<file path="src/rtl/writeback_stage.sv">
// writeback_stage: registered N-source result select feeding a DEPTH-entry elastic
// buffer ahead of the register-file write port. Define WB_FWD_EN for forwarding taps.
`timescale 1ns/1ps
module writeback_stage #(
  parameter int DATA_W     = 16,
  parameter int REG_ADDR_W = 3,
  parameter int NUM_SRC    = 4,
  parameter int DEPTH      = 2,
  localparam int SEL_W     = (NUM_SRC > 1) ? $clog2(NUM_SRC) : 1,
  localparam int CNT_W     = $clog2(DEPTH + 1)
) (
  input  logic                        clk,
  input  logic                        rst_n,
  input  logic                        in_valid,
  output logic                        in_ready,
  input  logic [NUM_SRC*DATA_W-1:0]   src_data,
  input  logic [SEL_W-1:0]            wb_sel,
  input  logic                        reg_we,
  input  logic [REG_ADDR_W-1:0]       wr_reg,
  input  logic                        halt_in,
  input  logic                        flush,
  output logic                        rf_valid,
  input  logic                        rf_ready,
  output logic                        rf_we,
  output logic [REG_ADDR_W-1:0]       rf_waddr,
  output logic [DATA_W-1:0]           rf_wdata,
`ifdef WB_FWD_EN
  output logic [DEPTH-1:0]            fwd_valid,
  output logic [DEPTH*REG_ADDR_W-1:0] fwd_reg,
  output logic [DEPTH*DATA_W-1:0]     fwd_data,
`endif
  output logic                        halted,
  output logic                        sel_err
);

  localparam int PTR_W = (DEPTH > 1) ? $clog2(DEPTH) : 1;
  localparam logic [SEL_W:0]     NUM_SRC_W = (SEL_W + 1)'(NUM_SRC);
  localparam logic [PTR_W-1:0]   LAST_PTR  = PTR_W'(DEPTH - 1);
  localparam logic [CNT_W-1:0]   FULL_CNT  = CNT_W'(DEPTH);

  typedef struct packed {
    logic [DATA_W-1:0]     data;
    logic [REG_ADDR_W-1:0] dest;
    logic                  writes;
    logic                  halt;
  } entryT;

  entryT            mem [DEPTH];
  entryT            newEntry;
  entryT            head;
  logic [PTR_W-1:0] rdPtr;
  logic [PTR_W-1:0] wrPtr;
  logic [CNT_W-1:0] count;
  logic             haltedQ;
  logic             selErrQ;
  logic             selBad;
  logic             push;
  logic             pop;
  logic             retireHalt;

  // DEPTH need not be a power of two, so wrap by explicit compare.
  function automatic logic [PTR_W-1:0] nextPtr(input logic [PTR_W-1:0] p);
    return (p == LAST_PTR) ? '0 : p + PTR_W'(1);
  endfunction

  assign selBad = {1'b0, wb_sel} >= NUM_SRC_W;

  always_comb begin
    // NOTE: default every field first so no path leaves it unassigned (no latch).
    newEntry        = '0;
    newEntry.writes = reg_we & ~selBad;
    newEntry.dest   = wr_reg;
    newEntry.halt   = halt_in;
    for (int k = 0; k < NUM_SRC; k++) begin
      if (wb_sel == SEL_W'(k)) newEntry.data = src_data[k*DATA_W +: DATA_W];
    end
  end

  // Handshakes depend only on state, so there is no input-to-output comb path.
  assign head       = mem[rdPtr];
  assign in_ready   = (count != FULL_CNT) && !haltedQ;
  assign rf_valid   = (count != '0) && !haltedQ;
  assign push       = in_valid && in_ready;
  assign pop        = rf_valid && rf_ready;
  assign retireHalt = pop && head.halt;

  assign rf_we    = rf_valid && head.writes;
  assign rf_waddr = rf_valid ? head.dest : '0;
  assign rf_wdata = rf_valid ? head.data : '0;
  assign halted   = haltedQ;
  assign sel_err  = selErrQ;

  always_ff @(posedge clk or negedge rst_n) begin
    if (!rst_n) begin
      rdPtr   <= '0;
      wrPtr   <= '0;
      count   <= '0;
      haltedQ <= 1'b0;
      selErrQ <= 1'b0;
    end else begin
      // NOTE: non-blocking so every flop samples pre-edge values regardless of order.
      selErrQ <= push && selBad;
      if (retireHalt) haltedQ <= 1'b1;
      // A retiring HALT discards everything queued behind it, like a flush.
      if (flush || retireHalt) begin
        rdPtr <= '0;
        wrPtr <= '0;
        count <= '0;
      end else begin
        if (push) wrPtr <= nextPtr(wrPtr);
        if (pop)  rdPtr <= nextPtr(rdPtr);
        case ({push, pop})
          2'b10:   count <= count + CNT_W'(1);
          2'b01:   count <= count - CNT_W'(1);
          default: count <= count;
        endcase
      end
    end
  end

  // NOTE: storage is not reset; count qualifies every read of it.
  always_ff @(posedge clk) begin
    if (push) mem[wrPtr] <= newEntry;
  end

`ifdef WB_FWD_EN
  // Slot i is the i-th youngest occupied entry (slot 0 = most recently pushed).
  always_comb begin
    int idx;
    idx       = 0;
    fwd_valid = '0;
    fwd_reg   = '0;
    fwd_data  = '0;
    for (int i = 0; i < DEPTH; i++) begin
      idx = (int'(wrPtr) + 2 * DEPTH - 1 - i) % DEPTH;
      if ((CNT_W'(i) < count) && mem[PTR_W'(idx)].writes) begin
        fwd_valid[i]                          = 1'b1;
        fwd_reg[i*REG_ADDR_W +: REG_ADDR_W]   = mem[PTR_W'(idx)].dest;
        fwd_data[i*DATA_W +: DATA_W]          = mem[PTR_W'(idx)].data;
      end
    end
  end
`endif

endmodule
</file>
<file path="config.mk">
export PLATFORM = sky130hd
export DESIGN_NAME = writeback_stage
export DESIGN_NICKNAME = d
export VERILOG_FILES = /design/src/rtl/writeback_stage.sv
export SDC_FILE = /design/constraint.sdc
export NUM_CORES = 1
export LEC_CHECK = 0
export ABC_CLOCK_PERIOD_IN_PS = 4500
export CAP_MARGIN = 5
export CORE_UTILIZATION = 45
export DETAILED_ROUTE_END_ITERATION = 7
export PLACE_DENSITY = 0.85
export SLEW_MARGIN = 0
export SYNTH_ARGS = -nofsm -noshare
export SYNTH_HDL_FRONTEND = slang
export SYNTH_SLANG_ARGS = --single-unit
</file>
<file path="constraint.sdc">
create_clock -name clk -period 4.5 [get_ports clk]
set_input_delay 1.35 -clock clk [delete_from_list [all_inputs] [get_ports clk]]
set_output_delay 1.35 -clock clk [all_outputs]
set_load 0.01 [all_outputs]
</file>
**Word level (Yosys, flattened, before mapping)**

Memory sizes are Yosys's and may differ from the RTL's.
Index checks and enable logic that the tools add are counted.

- Reduce and logical (&&, ||, !) cells: 13
- Equal/unequal tests: 6
- Add/sub/neg operators: 4
- Multiplexer cells: 16

Operators with widths:

| kind | count |
|---|---|
| $mux 16 | 5 |
| $mux 1 | 8 |
| $eq 2x2->1 const B | 3 |
| $logic_and 1x1->1 | 6 |
| $reduce_bool 2->1 | 3 |
| $eq 2x1->1 const B | 2 |
| $pmux 2 s2 | 1 |
| $mux 3 | 1 |
| $reduce_bool 3->1 | 1 |
| $add 1x1->1 const B | 2 |
| $add 2x1->2 const B | 1 |
| $logic_not 2->1 | 1 |
| $mux 2 | 1 |
| $ne 2x2->1 const B | 1 |
| $sub 2x1->2 const B | 1 |
| $logic_not 1->1 | 1 |
| $logic_or 1x1->1 | 1 |

- Word-level logic and storage cells: 44
- Memories kept: 1
- RAM bits: 42
- Bits in registers: 5
- Output and inout bits: 24
- Input port bits: 76

Memory list:

| name | words | bits a word | rd ports | clocked after Yosys merged registers in | wr ports | RTL line | source |
|---|---|---|---|---|---|---|---|
| mem | 2 | 21 | 1 | 0 | 1 | 48 | `entryT mem [DEPTH];` |

**Logic depth before layout (Yosys ltp)**

Gate-level depths: netlist of the first run.

- Word-level depth: 6
- Gate-level depth with buffers: 7

**Worst setup path after synthesis of the first run**

No wires, ideal clock.

- Kind: input-to-reg
- Start point: in in_valid
- End point: mem mem[0][0] (netlist bit) (enable)
- Setup slack: 1.970 ns
- Cell stages on the path: 3
- Data required time: 4.124 ns
- Data arrival time: 2.154 ns
- Path through: nand2b_1 > or3_1 > inv_1

- Longest elaborated chain between the ends: 3

Ends and longest elaborated chain:

| element | RTL line | source |
|---|---|---|
| start: declaration | 14 | `input logic in_valid,` |
| $logic_and 1x1->1 | 83 | `assign push = in_valid && in_ready;` |
| $mux 1 | 123 | `if (push) mem[wrPtr] <= newEntry;` |
| $mux 1 (implied by the code) | 123 |  |
| end: declaration | 48 |  |

No other way between the ends.

**Worst setup path after layout of the first run**

- Start point: reg rdPtr
- End point: out rf_wdata[11]

- Longest elaborated chain between the ends: 2

Ends and longest elaborated chain:

| element | RTL line | source |
|---|---|---|
| start: declaration | 51 | `logic [PTR_W-1:0] rdPtr;` |
| start signal: assignment | 111 | `if (pop) rdPtr <= nextPtr(rdPtr);` |
| $mem_v2 2x21 | -- |  |
| $mux 16 | 89 | `assign rf_wdata = rf_valid ? head.data : '0;` |
| end: declaration | 26 | `output logic [DATA_W-1:0] rf_wdata,` |

No other way between the ends.

==> reports/qor.yml, run 1 <==
run_status:
  run_status: "finished clean"
synth:
  synth_area_sq_um: 2252
  synth.avg_cell_area_sq_um: 16.09
  synth_cells: 140
  ys_types: 27
  synth_nets: 217
  yosysSeqAreaShare_pct: 61.56
  ys_warn_count: 0
  ys_ff_latch: 47
hold_path:
  hold_class: "flop to flop"
pwr:
  total_power_mw: 1.079
  p_leak_nw: 1.113
  sw_frac_of_total_pct: 25.20
  power.share.clock_pct: 22.9
  p_per_area_nw_per_um2: 320.4
  switchingPower_uw: 272.0
  vdd_drop_max_mv: 0.1469
  power.internal_uw: 807.2
  p_comb_share_pct: 25.0
  pwr-share-seq_pct: 52.1
clocking:
  cts_buffers: 5
  cts_resized: 0
  ctsHtreeMaxLevel: 2
  cts.sinks: 47
  clock_latency_ns: 0.29
  post_cts_buffers: 0
  ctsHoldBuffers: 0
  clk_path_buf_depth: 2
  cts_tree: "done"
  root_buffer: "clkbuf_8"
  clk_pin_slew_ns: 0.08
place:
  dpl.hpwl_um: 3522
  gp_congestion: 0.7795
  portBuffers: 98
routing:
  ant_nets: 0
  via_per_inst: 4.993
  drc: 0
  wl_met3_um: 325
  met2_length_um: 2334
  maxUsedRoutingLayer: "met4"
  dr.pass1.iters: 4
  routed_wl_um: 4526
  wl_per_cell_um: 14.84
  first_iter_violations: 55
  vias: 1523
  wl_met1_um: 1759
sta:
  fin_tns_setup_ns: 0
  fin_crit_sh_pct: 81.74
  hold_viol: 0
  drv_slew: 0
  slew_headroom_pct: 22.94
  setup-violations-final: 0
  worst_slew_pin_slew_ns: 1.156
  min_period_ns: 3.678
  skew_ns: 0.003765
  max_freq_mhz: 271.9
  rsz0062_at_grt: "no"
  whs_ns: 0.5486
floorplan:
  core.rowCount: 25
  die-area_sq_um: 5292
  fp.dieH_um: 72.75
  coreArea_sq_um: 4755
  die_w_um: 72.75
  ioPinCount: 100
  start_util_pct: 47.37
worst_setup_path:
  cp.arrival_ns: 2.33
  r2r_slack_ns: 2.49
  slowest_stage: "dfrtp_1"
  path_cells: "mux2i_1 -> nor2_1 -> clkdlybuf4s50_1"
  required_ns: 3.15
  crit_type: "flop to output port"
  critical_path.max_stage_delay_ns: 1.11
  crit_family: "flip-flops"
  cp_max_fo: 23
  cp_num_buf_inv: 1
  endpoint_kind: "output port"
  cp-start-kind: "flop"
final_layout:
  fin_nets: 314
  layout-drive-gt1-share_pct: 12.18
  final_cell_mix: "98 x clkdlybuf4s50_1, 42 x edfxtp_1, 22 x nor2_1"
  area_growth_pct: 49.56
  final_common_cell: "clkdlybuf4s50_1"
  antenna_cells: 0
global_routing:
  grt_usage_pct: 18.61
  grt_pass1_vias: 1553
  grt-ovfl-total: 0
  antenna_found_initial: 0
  grt_first_pass_wirelength_um: 7113
  grt_max_degree: 26
flow_run:
  cap_violations: 0
==> metal layers <==
layer / vias to the layer above / GRT usage (%)
li1: 731 / -
met1: 708 / 21.63
met5: - / 0
met3: 9 / 3.867
met2: 75 / 32.81
met4: 0 / 9.150
==> state kept, by name, indices dropped and copies added, names as in the netlist <==
| register | count |
|---|---|
| wrPtr | 1 |
| halted | 1 |
| mem | 42 |
| rdPtr | 1 |
| count | 2 |
==> final timing paths <==
path | start | endpoint | cells after the start
setup / recovery | rdPtr | rf_wdata[11] | 3
min in group asynchronous | rst_n | halted | 1
max in group asynchronous | rst_n | wrPtr | 1
hold / removal | mem[0][0] | rdPtr | 2
setup reg to reg | rdPtr | halted | 3
hold reg to reg | mem[0][0] | rdPtr | 2
==> through the flow <==
stage / setup WS, ns / instances / cell area [sq um] / util [%]
finish: 0.8215 / 305 / 3368 / 70.84
global route: 0.6718 / 305 / 3368 / 70.84
CTS: 0.7679 / 305 / 3368 / 70.84
detailed placement: 1.105 / 297 / 3274 / 68.87
global placement: 1.160 / 297 / 3274 / 68.87
floorplan: 1.970 / 140 / 2252 / -
==> area by class of cell <==
class / instances / area [sq um]
timing repair buffer: 100 / 996.0
clock inverter: 3 / 25.02
fill: 344 / 1386
sequential: 47 / 1386
clock buffer: 5 / 68.82
tap: 67 / 83.83
inverter: 3 / 11.26
multi-input combinational: 80 / 797.0
==> cell families after synthesis <==
kind of cell / count (synthesis) / share of synthesized area, %
adder cells (fa/ha/maj): 1 / 0.5555
AO/OA/AOI/OAI: 7 / 2.277
buffers and inverters: 13 / 3.055
multiplexers: 37 / 25.33
other: 1 / 0.1665
XOR/XNOR: 2 / 0.7779
flip-flops: 47 / 61.56
AND/OR/NAND/NOR: 32 / 6.278
==> worst register-to-register path, stage by stage (launching register included) <==
cell and delay (ns):
dfrtp_1 1.11, mux2i_1 0.21, nor3_1 0.44, or2_2 0.19
==> power by group through the flow <==
| stage | clock network [mW] | registers (mW) | logic (mW) |
|---|---|---|---|
| global route | 0.269 | 0.566 | 0.293 |
| detailed placement | 0 | 0.572 | 0.274 |
| CTS | 0.254 | 0.562 | 0.274 |
| finish | 0.247 | 0.562 | 0.270 |
| floorplan | 0 | 0.562 | 0.134 |
| global placement | 0 | 0.569 | 0.267 |
==> cell usage after synthesis <==
library cell	number	area, sq um
or2_2	1	6.260
nor2b_1	1	6.260
inv_1	3	11.26
and3_1	1	6.260
dfrtp_1	5	125.1
mux4_2	16	360.4
buf_2	4	20.02
ha_1	1	12.51
a211oi_2	1	12.51
a211oi_1	1	7.510
a21oi_1	1	5.000
xnor2_1	1	8.760
nand2_1	1	3.750
buf_6	1	11.26
nor3_1	2	10.01
clkbuf_1	3	11.26
nor2_1	22	82.58
edfxtp_1	42	1261
conb_1	1	3.750
o21ai_0	3	15.01
or4_1	1	7.510
buf_4	2	15.01
o21bai_2	1	11.26
xor2_1	1	8.760
or3_1	2	12.51
nand2b_1	1	6.260
mux2i_1	21	210.2
Note: power is estimated with default switching activity, not from simulation.
==> inputs of run 2 (changes only) <==
--- a/config.mk
+++ b/config.mk
@@ -5,11 +5,11 @@
 export SDC_FILE = /design/constraint.sdc
 export NUM_CORES = 1
 export LEC_CHECK = 0
-export ABC_CLOCK_PERIOD_IN_PS = 4500
+export ABC_CLOCK_PERIOD_IN_PS = 3400
 export CAP_MARGIN = 5
-export CORE_UTILIZATION = 45
+export CORE_UTILIZATION = 42
 export DETAILED_ROUTE_END_ITERATION = 7
-export PLACE_DENSITY = 0.85
+export PLACE_DENSITY = 0.8
 export SLEW_MARGIN = 0
 export SYNTH_ARGS = -nofsm -noshare
 export SYNTH_HDL_FRONTEND = slang
==> constraint.sdc (replaced) <==
create_clock -name clk -period 3.4 [get_ports clk]
set_input_delay 1.02 -clock clk [delete_from_list [all_inputs] [get_ports clk]]
set_output_delay 1.02 -clock clk [all_outputs]
set_load 0.01 [all_outputs]
==> reports/qor.yml, run 2 (same netlist as run 1, synthesis figures left out) <==
global_routing:
  grt_first_pass_wirelength_um: 7452  # was 7113 um
  antenna_found_initial: 0  # unchanged
  grt_max_degree: 24  # was 26
  grt_usage_pct: 18.63  # was 18.61%
  grt-ovfl-total: 0  # unchanged
  grt_pass1_vias: 1620  # was 1553
worst_setup_path:
  critical_path.max_stage_delay_ns: 0.49  # was 1.11 ns
  crit_type: "flop to output port"  # unchanged
  crit_family: "buffers and inverters"  # was flip-flops
  required_ns: 2.38  # was 3.15 ns
  cp_max_fo: 10  # was 23
  cp-start-kind: "flop"  # unchanged
  crit_start: "count[0]"  # was rdPtr
  cp_num_buf_inv: 2  # was 1
  path_cells: "o21bai_2 -> buf_4 -> nor2_1 -> clkdlybuf4s50_1"  # was mux2i_1 -> nor2_1 -> clkdlybuf4s50_1
  r2r_slack_ns: 1.29  # was 2.49 ns
  rr_endpoint: "count[1]"  # was halted
  cp.arrival_ns: 1.90  # was 2.33 ns
  slowest_stage: "clkdlybuf4s50_1"  # was dfrtp_1
  reg2reg_from: "count[0]"  # was rdPtr
  endpoint_kind: "output port"  # unchanged
  reg2regPathDepth: 6  # was 3
clocking:
  clock_latency_ns: 0.29  # about the same
  clk_path_buf_depth: 2  # unchanged
  cts_resized: 0  # unchanged
  cts_tree: "done"  # unchanged
  cts_buffers: 5  # unchanged
  cts.sinks: 47  # unchanged
  root_buffer: "clkbuf_8"  # unchanged
  ctsHtreeMaxLevel: 2  # unchanged
  post_cts_buffers: 0  # unchanged
  ctsHoldBuffers: 0  # unchanged
  clk_pin_slew_ns: 0.08  # about the same
routing:
  wl_per_cell_um: 15.66  # was 14.84 um
  via_per_inst: 4.981  # was 4.993
  first_iter_violations: 43  # was 55
  vias: 1554  # was 1523
  routed_wl_um: 4886  # was 4526 um
  dr.pass1.iters: 4  # unchanged
  drc: 0  # unchanged
  ant_nets: 0  # unchanged
final_layout:
  seqCellArea_sq_um: 1386  # unchanged
  top_regs: "mem: 42 flops, count: 2 flops"  # unchanged
  area_growth_pct: 51.67  # was 49.56%
  antenna_cells: 0  # unchanged
  final_common_cell: "clkdlybuf4s50_1"  # unchanged
  fin_cells: 312  # was 305
  regMostFlops: "mem"  # unchanged
  stdcell_area_sq_um: 3416  # was 3368 sq um
  multi_input_area_sq_um: 797.0  # unchanged
  final_cell_mix: "98 x clkdlybuf4s50_1, 42 x edfxtp_1, 22 x nor2_1"  # unchanged
  nFillCells: 391  # was 344
  final_util_pct: 66.46  # was 70.84%
  fin_nets: 318  # was 314
  largest_reg_flops: 42  # unchanged
  layout-drive-gt1-share_pct: 13.22  # was 12.18%
place:
  gp_congestion: 0.7301  # was 0.7795
  portBuffers: 98  # unchanged
  postPlaceCellArea_sq_um: 3308  # was 3274 sq um
  dp_slack_ns: 0.7526  # was 1.105 ns
  dpl.hpwl_um: 3848  # was 3522 um
  post-place-cells: 304  # was 297
hold_path:
  hold_class: "flop to flop"  # unchanged
  min_to: "rdPtr"  # unchanged
  whs_path_depth: 2  # unchanged
  min_from: "mem[0][0]"  # unchanged
pwr:
  p_leak_nw: 1.145  # was 1.113 nW
  power.share.clock_pct: 25.8  # was 22.9%
  p_per_area_nw_per_um2: 437.0  # was 320.4 nW/um^2
  pwr-share-seq_pct: 49.1  # was 52.1%
  switchingPower_uw: 350.2  # was 272.0 uW
  vdd_drop_max_mv: 0.2475  # was 0.1469 mV
  power.internal_mw: 1.143  # was 807.2 uW
  p_comb_share_pct: 25.1  # was 25.0%
  sw_frac_of_total_pct: 23.46  # was 25.20%
sta:
  hold_viol: 0  # unchanged
  drv_slew: 0  # unchanged
  max_freq_mhz: 342.5
  skew_ns: 0.004951  # was 0.003765 ns
  fin_crit_sh_pct: 85.87
  fin_ws_ns: 0.4803  # was 0.8215 ns
  fin_tns_setup_ns: 0  # unchanged
  worst_slew_pin_slew_ns: 0.6811  # was 1.156 ns
  slew_headroom_pct: 54.45  # was 22.94%
  setup-violations-final: 0  # unchanged
  min_period_ns: 2.920
  rsz0062_at_grt: "no"  # unchanged
flow_run:
  cap_violations: 0  # unchanged
floorplan:
  start_util_pct: 43.82  # was 47.37%
  die-area_sq_um: 5659  # was 5292 sq um
  core.rowCount: 26  # was 25
  fp.dieH_um: 75.23  # was 72.75 um
  ioPinCount: 100  # unchanged
  coreArea_sq_um: 5140  # was 4755 sq um
  die_w_um: 75.23  # was 72.75 um
run_status:
  run_status: "finished clean"  # unchanged
[run 2: layout make-up]
type | count | share of cell area (%)
Clock inverter | 3 | 1.136
Clock buffer | 5 | 2.015
Multi-Input combinational cell | 80 | 23.33
Timing Repair Buffer | 104 | 30.04
Tap cell | 70 | 2.564
Sequential cell | 47 | 40.59
Inverter | 3 | 0.3297
[run 2: worst min-delay path: stages, from the launching register on]
cell      delay [ns]
edfxtp_1        0.35
or4_1           0.11
a21oi_1         0.05
[run 2: how the worst max path moves through the flow]
stage / to / cells past startpoint
3_5_place_dp: mem[0][13] / 2
3_3_place_gp: mem[0][6] / 5
2_1_floorplan: mem[0][0] / 3
5_1_grt: rf_we / 4
6_report: rf_wdata[3] / 4
4_1_cts: rf_we / 4
[run 2: through the flow]
stage                     hold WS [ns]  total power [mW]
after global placement          0.5106             1.116
after global routing            0.5695             1.564
final                           0.5453             1.493
after CTS                       0.5499             1.509
after floorplan                 0.4964            0.9203
after detailed placement        0.5367             1.126
[run 2: per-layer routing]
metal	global-route usage (%)	vias up	share of wire [%]
met1	20.68	735	37
met2	32.13	73	52
met4	6.996	0	1.7
met3	7.764	6	9.3
li1	-	740	-
met5	0	-	0
[run 2: power by group through the flow]
stage	registers [mW]	clock network, mW	logic (mW)
after floorplan	0.743	0	0.177
after global placement	0.742	0	0.373
after detailed placement	0.747	0	0.379
after CTS	0.733	0.395	0.381
after global routing	0.738	0.418	0.409
final	0.732	0.385	0.375
==> inputs of run 3 (changes only) <==
--- a/config.mk
+++ b/config.mk
@@ -7,10 +7,10 @@
 export LEC_CHECK = 0
 export ABC_CLOCK_PERIOD_IN_PS = 3400
 export CAP_MARGIN = 5
+export CORE_MARGIN = 2
 export CORE_UTILIZATION = 42
 export DETAILED_ROUTE_END_ITERATION = 7
 export PLACE_DENSITY = 0.8
-export SLEW_MARGIN = 0
 export SYNTH_ARGS = -nofsm -noshare
 export SYNTH_HDL_FRONTEND = slang
 export SYNTH_SLANG_ARGS = --single-unit
==> reports/qor.yml, run 3 (same netlist as run 1, synthesis figures left out) <==
worst_setup_path:
  critPathCapture: "rf_wdata[6]"  # was rf_wdata[3]
  required_ns: 2.38  # about the same
  cp.arrival_ns: 1.87  # was 1.90 ns
  r2r_slack_ns: 1.47  # was 1.29 ns
  crit_cells: 4  # unchanged
  cp_max_fo: 25  # was 10
  crit_type: "flop to output port"  # unchanged
  reg2reg_from: "count[0]"  # unchanged
  crit_start: "halted"  # was count[0]
  path_cells: "o21bai_2 -> buf_4 -> nor2_1 -> clkdlybuf4s50_1"  # unchanged
  endpoint_kind: "output port"  # unchanged
  cp_num_buf_inv: 2  # unchanged
  cp-start-kind: "flop"  # unchanged
  rr_endpoint: "count[1]"  # unchanged
  reg2regPathDepth: 6  # unchanged
  slowest_stage: "clkdlybuf4s50_1"  # unchanged
  critical_path.max_stage_delay_ns: 0.56  # was 0.49 ns
  crit_family: "buffers and inverters"  # unchanged
floorplan:
  fp.dieH_um: 77.23  # was 75.23 um
  ioPinCount: 100  # unchanged
  start_util_pct: 43.82  # unchanged
  core.rowCount: 26  # unchanged
  die_w_um: 77.23  # was 75.23 um
  coreArea_sq_um: 5140  # unchanged
  die-area_sq_um: 5964  # was 5659 sq um
final_layout:
  final_cell_mix: "98 x clkdlybuf4s50_1, 42 x edfxtp_1, 22 x nor2_1"  # unchanged
  top_regs: "mem: 42 flops, count: 2 flops"  # unchanged
  fin_cells: 311  # was 312
  nFillCells: 391  # unchanged
  fin_nets: 317  # was 318
  final_common_cell: "clkdlybuf4s50_1"  # unchanged
  largest_reg_flops: 42  # unchanged
  area_growth_pct: 51.56  # was 51.67%
  antenna_cells: 0  # unchanged
  regMostFlops: "mem"  # unchanged
  layout-drive-gt1-share_pct: 13.28  # was 13.22%
  final_util_pct: 66.41  # was 66.46%
  stdcell_area_sq_um: 3413  # was 3416 sq um
clocking:
  cts_tree: "done"  # unchanged
  cts_resized: 0  # unchanged
  clk_path_buf_depth: 2  # unchanged
  clk_pin_slew_ns: 0.08  # about the same
  cts_buffers: 5  # unchanged
  ctsHoldBuffers: 0  # unchanged
  post_cts_buffers: 0  # unchanged
  root_buffer: "clkbuf_8"  # unchanged
  clock_latency_ns: 0.29  # about the same
  ctsHtreeMaxLevel: 2  # unchanged
  cts.sinks: 47  # unchanged
pwr:
  p_comb_share_pct: 24.8  # was 25.1%
  sw_frac_of_total_pct: 23.65  # was 23.46%
  p_leak_nw: 1.143  # was 1.145 nW
  total_power_mw: 1.498  # was 1.493 mW
  power.share.clock_pct: 26.2  # was 25.8%
  pwr-share-seq_pct: 49.0  # was 49.1%
  power.internal_mw: 1.143  # about the same
  p_per_area_nw_per_um2: 438.8  # was 437.0 nW/um^2
  vdd_drop_max_mv: 0.2101  # was 0.2475 mV
  switchingPower_uw: 354.2  # was 350.2 uW
global_routing:
  antenna_found_initial: 0  # unchanged
  grt_usage_pct: 17.77  # was 18.63%
  grt_first_pass_wirelength_um: 8169  # was 7452 um
  grt_pass1_vias: 1741  # was 1620
  grt_max_degree: 26  # was 24
  grt-ovfl-total: 0  # unchanged
sta:
  drv_slew: 0  # unchanged
  slew_headroom_pct: 54.78  # was 54.45%
  hold_viol: 0  # unchanged
  worst_slew_pin_slew_ns: 0.6762  # was 0.6811 ns
  fin_tns_setup_ns: 0  # unchanged
  rsz0062_at_grt: "no"  # unchanged
  fin_crit_sh_pct: 84.89  # was 85.87%
  skew_ns: 0.001679  # was 0.004951 ns
  fin_ws_ns: 0.5138  # was 0.4803 ns
  max_freq_mhz: 346.5  # was 342.5 MHz
  setup-violations-final: 0  # unchanged
  min_period_ns: 2.886  # was 2.920 ns
  whs_ns: 0.5348  # was 0.5453 ns
place:
  post-place-cells: 303  # was 304
  portBuffers: 98  # unchanged
  gp_congestion: 0.7792  # was 0.7301
  dpl.hpwl_um: 3729  # was 3848 um
  postPlaceCellArea_sq_um: 3301  # was 3308 sq um
  dp_slack_ns: 0.7259  # was 0.7526 ns
routing:
  dr.pass1.iters: 4  # unchanged
  wl_per_cell_um: 15.35  # was 15.66 um
  ant_nets: 0  # unchanged
  drc: 0  # unchanged
  via_per_inst: 5.000  # was 4.981
  routed_wl_um: 4775  # was 4886 um
  first_iter_violations: 59  # was 43
  vias: 1555  # was 1554
hold_path:
  hold_class: "flop to flop"  # unchanged
run_status:
  run_status: "finished clean"  # unchanged
flow_run:
  cap_violations: 0  # unchanged
## run 3: tightest hold or removal path: stages, from the launching register on
cell and delay [ns]:
edfxtp_1 0.34, or4_1 0.11, a21oi_1 0.05
## run 3: worst min-delay path by stage
stage                     startpoint    end  slack [ns]  cells after the start
after floorplan            mem[0][0]  rdPtr        0.50                      2
after global placement     mem[0][0]  rdPtr        0.53                      2
after detailed placement   mem[0][0]  rdPtr        0.53                      2
after CTS                  mem[0][0]  rdPtr        0.54                      2
after global routing       mem[0][0]  rdPtr        0.58                      2
final                      mem[0][0]  rdPtr        0.53                      2
## run 3: power groups by stage
| stage | Sequential (mW) | Clock, mW | Combinational (mW) |
|---|---|---|---|
| after floorplan | 0.743 | 0 | 0.177 |
| after global placement | 0.744 | 0 | 0.371 |
| after detailed placement | 0.748 | 0 | 0.376 |
| after CTS | 0.734 | 0.408 | 0.377 |
| after global routing | 0.741 | 0.428 | 0.405 |
| final | 0.734 | 0.393 | 0.371 |
## run 3: layout make-up
cell class	count	area, sq um	area share [%]
Sequential cell	47	1386	40.62
Inverter	3	11.26	0.3299
Multi-Input combinational cell	80	797.0	23.35
Clock buffer	5	68.82	2.016
Clock inverter	3	43.79	1.283
Tap cell	70	87.58	2.566
Timing Repair Buffer	103	1018	29.84
## run 3: routing by layer
metal / GRT usage (%) / vias up / routed length (um)
met1: 19.37 / 737 / 1782
met3: 6.235 / 6 / 421
met5: 0 / - / 0
li1: - / 737 / -
met2: 31.48 / 75 / 2485
met4: 6.964 / 0 / 85
